File: src/rtl/bin2bcd_seq.sv
// bin2bcd_seq: sequential binary-to-BCD converter (shift-and-add-3).
//
// A conversion takes one bit per cycle. It starts when start is seen high
// in IDLE, and its result is published one cycle after the last shift.
//
// Ports:
//   CLOCK_50  in   single clock, rising edge
//   RESET_N   in   asynchronous active-low reset
//   start     in   conversion request, sampled only in IDLE
//   bin       in   WIDTH-bit unsigned operand, captured on an accepted start
//   busy      out  high while shifting
//   done      out  one-cycle pulse when bcd/overflow are updated
//   bcd       out  4*DIGITS-bit packed BCD result, digit 0 in [3:0]
//   overflow  out  result did not fit in DIGITS digits (bcd is value mod 10^DIGITS)
//
// state | meaning
// IDLE  | waiting for start; outputs hold the last result
// SHIFT | one add-3 / shift step per cycle, WIDTH cycles in total
// DONE  | publish scratch to bcd/overflow, pulse done
module bin2bcd_seq #(
  parameter int WIDTH  = 10,
  parameter int DIGITS = 4
) (
  input  logic                  CLOCK_50,
  input  logic                  RESET_N,
  input  logic                  start,
  input  logic [WIDTH-1:0]      bin,
  output logic                  busy,
  output logic                  done,
  output logic [4*DIGITS-1:0]   bcd,
  output logic                  overflow
);

  localparam int BW = 4 * DIGITS;
  localparam int CW = $clog2(WIDTH + 1);

  typedef enum logic [1:0] {
    IDLE  = 2'd0,
    SHIFT = 2'd1,
    DONE  = 2'd2
  } state_t;

  state_t            state;
  logic [WIDTH-1:0]  sreg;
  logic [BW-1:0]     scratch;
  logic              ovf_s;
  logic [CW-1:0]     cnt;
  logic [BW-1:0]     adj;

  // Digits >= 5 get +3 before the shift so that doubling carries into the
  // next digit exactly like decimal.
  always_comb begin
    adj = scratch;
    for (int i = 0; i < DIGITS; i++) begin
      if (scratch[4*i +: 4] >= 4'd5) begin
        adj[4*i +: 4] = scratch[4*i +: 4] + 4'd3;
      end
    end
  end

  always_ff @(posedge CLOCK_50 or negedge RESET_N) begin
    if (!RESET_N) begin
      state    <= IDLE;
      sreg     <= '0;
      scratch  <= '0;
      ovf_s    <= 1'b0;
      cnt      <= '0;
      busy     <= 1'b0;
      done     <= 1'b0;
      bcd      <= '0;
      overflow <= 1'b0;
    end else begin
      case (state)
        IDLE: begin
          done <= 1'b0;
          if (start) begin
            sreg    <= bin;
            scratch <= '0;
            ovf_s   <= 1'b0;
            cnt     <= CW'(WIDTH);
            busy    <= 1'b1;
            state   <= SHIFT;
          end
        end
        SHIFT: begin
          scratch <= {adj[BW-2:0], sreg[WIDTH-1]};
          sreg    <= {sreg[WIDTH-2:0], 1'b0};
          // A bit leaving the top digit means the value exceeds DIGITS digits.
          if (adj[BW-1]) begin
            ovf_s <= 1'b1;
          end
          cnt <= cnt - CW'(1);
          if (cnt == CW'(1)) begin
            busy  <= 1'b0;
            state <= DONE;
          end
        end
        DONE: begin
          bcd      <= scratch;
          overflow <= ovf_s;
          done     <= 1'b1;
          state    <= IDLE;
        end
        default: begin
          state <= IDLE;
        end
      endcase
    end
  end

endmodule

File: config.mk
export PLATFORM = sky130hd
export DESIGN_NAME = bin2bcd_seq
export DESIGN_NICKNAME = d
export VERILOG_FILES = /design/src/rtl/bin2bcd_seq.sv
export SDC_FILE = /design/constraint.sdc
export NUM_CORES = 1
export LEC_CHECK = 0
export ABC_AREA = 1
export BUFFER_PORTS_ARGS = -buffer_cell sky130_fd_sc_hd__buf_2
export CAP_MARGIN = 30
export CORE_MARGIN = 2
export CORE_UTILIZATION = 35
export CTS_CLUSTER_DIAMETER = 80
export DETAILED_ROUTE_END_ITERATION = 6
export HOLD_SLACK_MARGIN = 0.03
export SYNTH_ARGS = -nofsm -noshare
export SYNTH_HDL_FRONTEND = slang
export SYNTH_SLANG_ARGS = --single-unit
File: constraint.sdc
create_clock -name CLOCK_50 -period 4 [get_ports CLOCK_50]
set_clock_uncertainty 0.15 [all_clocks]
set_input_delay 0.4 -clock CLOCK_50 [delete_from_list [all_inputs] [get_ports CLOCK_50]]
set_output_delay 0.4 -clock CLOCK_50 [all_outputs]
set_load 0.01 [all_outputs]
==> flow_metrics.tcl, run 1 <==
set metrics [dict create \
    status "complete, no violations" \
    dr.pass1.iters 4 \
    fill_cells 678 \
    powerDensity_mw_per_mm2 770 \
    slew_headroom_pct 36.5 \
    cts_root_buffer "clkbuf_8" \
    dp_hpwl_um 2990 \
    maxSlewViolCount 0 \
    layout_commonest_cell "nand2_1" \
    cts_made_buffers 5 \
    crit_type "reg -> reg" \
    postCtsSetupBuffers 0 \
    grt_max_degree 53 \
    crit_chain "inv_1 -> nand2_1 -> mux2_2" \
    cp_slowest_cell "nand2_1" \
    clkSlewWorstSetupHoldPaths_ps 90 \
    grt_overflow_total 0 \
    cts_tree "built" \
    critPathTopFamily "simple AND/OR/NAND/NOR gates" \
    core_mm2 0.00668 \
    p_leak_uw 0.00139 \
    num_rows 30 \
    drtIter0Drc 85 \
    drive_gt1_share_pct 14.6 \
    tns_ps 0 \
    area_delta_synth_final_pct 11.9 \
    clockBufferDepth 2 \
    place_area_mm2 0.00259 \
    setup_viol 0 \
    clkSinkCount 52 \
    die-area_mm2 0.00750 \
    cp_data_required_time_ps 4040 \
    antenna_cells 0 \
    cts_resized 0 \
    fin_crit_sh_pct 45.9 \
    grt_pass1_vias 1767 \
    rsz0062_at_grt "false" \
    antenna_found_initial 0 \
    wl_um 4590 \
    dieWidth_um 86.6 \
    syn-mean-instance-area_um2 8.74 \
    endpoint_kind "flip-flop" \
    hold_viol 0 \
    cpPeakStageDelay_ps 690 \
    critPathArrivalTime_ps 1880 \
    grt_usage_pct 13.6 \
    cp-start-kind "flip-flop" \
    layout_common_cells "nand2_1, dfrtp_1, o21ai_0, buf_2, inv_1" \
    synth.net_count 296 \
    ys_warn_count 0 \
    wl_per_cell_um 12.0 \
    grt_pass1_wl_um 8090 \
    vias 1794 \
    vias_per_cell 4.70 \
    max_freq_mhz 544 \
    fin_crit_ps 1840 \
    postSynthCellCount 273 \
    max-cap-violations 0 \
    ys_ff_latch 52 \
    crit_buf_inv 1 \
    worstPathMaxFanout 34 \
    final_cell_area_mm2 0.00267 \
    drc 0 \
    utilization_pct 40.0 \
    port_buffers 31 \
    synth_cell_types 23 \
    fp.dieH_um 86.6 \
    ant_nets 0 \
    hold_path.class "in -> async" \
    ys_seq_area_share_pct 54.5 \
    clk-insertion-delay-late_ps 300 \
    cts_hold_buf 0 \
    nets 325 \
    ir_worst_vdd_mv 0.262 \
    tightest_slew_ps 951 \
    start_util_pct 35.7 \
    io_pins 32 \
    synth_area_mm2 0.00239 \
    htree_num_levels 2 \
    gp_congestion 0.766 \
]
-- state kept, by name (all words and copies together) (netlist names) --
signal and count:
ovf_s 1, sreg 10, done 1, scratch 16, bcd 16, busy 1
overflow 1, cnt 4, state 2
-- stage by stage --
| stage | cells | hold WS (ps) | total power, uW | setup slack, ps |
|---|---|---|---|---|
| after CTS | 382 | 75.5 | 2090 | 2110 |
| after global placement | 375 | 315 | 1780 | 2160 |
| after global routing | 382 | 120 | 2290 | 1970 |
| after detailed placement | 375 | 318 | 1800 | 2120 |
| final | 382 | 48.6 | 2060 | 2160 |
| after floorplan | 273 | -45.6 | 1560 | 2640 |
-- worst reg2reg max path, stage by stage (launching register included) --
cell     delay, ps
dfrtp_1        420
inv_1           50
nand2_1        690
mux2_2         420
-- cells by family after synthesis --
family,count (synthesis),share of synthesized area (%)
and+or+nand+nor,96,15.9
AOI/OAI and AO/OA,69,15.2
DFF,52,54.5
buffers and inverters,41,7.18
adders and majority gates,10,5.24
xor gates and xnor gates,4,1.47
muxes,1,0.472
-- report_power, final --
part	internal, uW	switching, uW
Sequential	754	156
Combinational	338	525
Clock	119	166
Total	1210	847
-- per-layer routing --
metal / GRT usage, % / part of all wire, % / vias up
met2: 21.3 / 44 / 37
li1: - / - / 938
met4: 5.11 / 1.6 / 0
met5: 0 / 0 / -
met1: 18.5 / 50 / 812
met3: 3.14 / 4.5 / 7
-- synth_stat cells --
cell	n	area [um^2]
nand2_1	65	244
o21ai_1	2	10.0
nor3_1	1	5.00
clkbuf_1	1	3.75
inv_2	3	11.3
nor2_1	18	67.6
xnor2_1	1	8.76
buf_2	7	35.0
clkbuf_2	1	5.00
inv_1	28	105
a22o_1	1	8.76
nand4_1	1	6.26
mux2_2	1	11.3
xor2_1	3	26.3
nand3_1	9	45.0
dfrtp_1	52	1300
a21oi_1	13	65.1
ha_1	10	125
a22oi_1	2	15.0
nand2_2	2	12.5
o21ai_0	44	220
buf_6	1	11.3
o22ai_1	7	43.8
-- worst paths after layout --
path                       depth (start not counted)  slack [ps]                 start                      end
setup / recovery                                   3        2160  state[0]$_DFFE_PN0P_     overflow$_DFFE_PN0P_
hold / removal                                     2          50               RESET_N      sreg[7]$_DFFE_PN0P_
setup reg to reg                                   3        2160  state[0]$_DFFE_PN0P_     overflow$_DFFE_PN0P_
hold reg to reg                                    2         330   bcd[10]$_DFFE_PN0P_      bcd[10]$_DFFE_PN0P_
max in group asynchronous                          2        3220               RESET_N  scratch[11]$_DFFE_PN0P_
min in group CLOCK_50                              2         190                bin[0]      sreg[0]$_DFFE_PN0P_
-- layout make-up --
class | instances | area, um^2 | share of cell area [%]
Sequential cell | 52 | 1300 | 48.7
Multi-Input combinational cell | 180 | 915 | 34.2
Timing Repair Buffer | 32 | 163 | 6.09
Inverter | 31 | 116 | 4.35
Tap cell | 80 | 100 | 3.75
Clock buffer | 6 | 72.6 | 2.72
Clock inverter | 1 | 5.00 | 0.187
Note: power is estimated with default switching activity, not from simulation.
==> inputs of run 2 (changes only) <==
==> constraint.sdc (replaced) <==
create_clock -name CLOCK_50 -period 1.8 [get_ports CLOCK_50]
set_clock_uncertainty 0.15 [all_clocks]
set_input_delay 0.18 -clock CLOCK_50 [delete_from_list [all_inputs] [get_ports CLOCK_50]]
set_output_delay 0.18 -clock CLOCK_50 [all_outputs]
set_load 0.01 [all_outputs]
==> flow_metrics.tcl, run 2 (synthesized netlist as in run 1, its figures left out) <==
set metrics [dict create \
    status "complete, no violations" \
    grt_pass1_wl_um 8540 \
    slew_headroom_pct 72.6 \
    layout_common_cells "nand2_1, dfrtp_1, o21ai_0, buf_2, inv_1" \
    start_util_pct 35.7 \
    grt_overflow_total 0 \
    multi_input_area_um2 915 \
    hold_path.class "in -> reg" \
    p_leak_uw 0.00144 \
    drc 0 \
    dieWidth_um 86.6 \
    clkSinkCount 52 \
    p_sw_uw 1960 \
    cts_resized 0 \
    layout_commonest_cell "nand2_1" \
    cts_root_buffer "clkbuf_8" \
    grt_pass1_vias 1862 \
    fp.dieH_um 86.6 \
    fin_crit_ps 1590 \
    p_comb_share_pct 42.6 \
    endpoint_kind "flip-flop" \
    clkSlewWorstSetupHoldPaths_ps 90 \
    worstPathMaxFanout 14 \
    regArea_mm2 0.00130 \
    nets 333 \
    drtIter0Drc 131 \
    ir_worst_vdd_mv 0.547 \
    rsz0062_at_grt "false" \
    dr.pass1.iters 4 \
    gp_congestion 0.782 \
    intPower_uw 2770 \
    fin_crit_sh_pct 88.1 \
    htree_num_levels 2 \
    cp-start-kind "flip-flop" \
    postCtsSetupBuffers 0 \
    antenna_cells 0 \
    reg2reg_depth 6 \
    port_buffers 31 \
    vias 1900 \
    grt_max_degree 53 \
    critPathArrivalTime_ps 1670 \
    clk-insertion-delay-late_ps 310 \
    power_frac_clock_pct 14.8 \
    fill_cells 701 \
    antenna_found_initial 0 \
    crit_type "reg -> reg" \
    fin_cells 391 \
    wl_um 4810 \
    tns_ps 0 \
    vias_per_cell 4.86 \
    core_mm2 0.00668 \
    min_path_cells 3 \
    num_rows 30 \
    clockBufferDepth 2 \
    max-cap-violations 0 \
    reg_top3 "bcd (16), scratch (16), sreg (10)" \
    io_pins 32 \
    drive_gt1_share_pct 15.8 \
    powerDensity_mw_per_mm2 1700 \
    hold_viol 0 \
    dp_cells 378 \
    setup_viol 0 \
    maxSlewViolCount 0 \
    ant_nets 0 \
    cts_made_buffers 5 \
    die-area_mm2 0.00750 \
    wl_per_cell_um 12.3 \
    grt_usage_pct 14.4 \
    dp_hpwl_um 3270 \
    cts_tree "built" \
    seq_power_share_pct 42.6 \
    max_freq_mhz 631 \
    switching_share_pct 41.4 \
    area_delta_synth_final_pct 16.7 \
    tightest_slew_ps 410 \
    cp_data_required_time_ps 1890 \
    cts_hold_buf 5 \
]
[run 2: power groups by stage]
| stage | clock network, uW | registers (uW) | logic [uW] |
|---|---|---|---|
| floorplan | 0 | 2040 | 1420 |
| global placement | 0 | 2020 | 1960 |
| detailed placement | 0 | 2040 | 2020 |
| CTS | 715 | 2020 | 2040 |
| global route | 768 | 2100 | 2380 |
| finish | 698 | 2010 | 2010 |
[run 2: metal layers]
layer	GRT usage [%]	vias up	share of wire, %
met5	0	-	0
met4	4.83	0	1.4
met3	3.43	7	3.6
met2	23.7	33	47
met1	18.8	899	48
li1	-	961	-
[run 2: final cells by class]
type                       instances  share of cell area (%)
inverter                          31                    4.18
tap                               80                    3.59
timing repair buffer              40                    9.34
clock inverter                     2                   0.359
clock buffer                       6                    2.96
sequential                        52                    46.7
multi-input combinational        180                    32.8
[run 2: metrics by stage]
step	cell area [um^2]	power [uW]	hold WS [ps]	worst slack, ps	utilization (%)
6_report	2790	4720	29.5	214	41.7
5_1_grt	2790	5250	54.6	66.1	41.7
4_1_cts	2790	4770	31.3	189	41.7
3_5_place_dp	2640	4060	46.6	214	39.6
3_3_place_gp	2640	3980	47.4	279	39.6
2_1_floorplan	2390	3470	-266	443	-
[run 2: final timing paths]
| check | start | slack [ps] | to |
|---|---|---|---|
| worst max-delay path | state[1]$_DFFE_PN0P_ | 210 | sreg[3]$_DFFE_PN0P_ |
| worst max register to register | state[1]$_DFFE_PN0P_ | 210 | sreg[3]$_DFFE_PN0P_ |
| worst min register to register | cnt[3]$_DFFE_PN0P_ | 330 | cnt[3]$_DFFE_PN0P_ |
| min in group asynchronous | RESET_N | 230 | sreg[6]$_DFFE_PN0P_ |
| worst min-delay path | bin[6] | 30 | sreg[6]$_DFFE_PN0P_ |
| max in group asynchronous | RESET_N | 1030 | bcd[5]$_DFFE_PN0P_ |
[run 2: worst max-delay path: stages (launching register included)]
cell	delay [ps]
dfrtp_1	420
inv_2	70
nand2_1	190
nand2_2	250
buf_4	240
nor2_1	60
a21oi_1	120
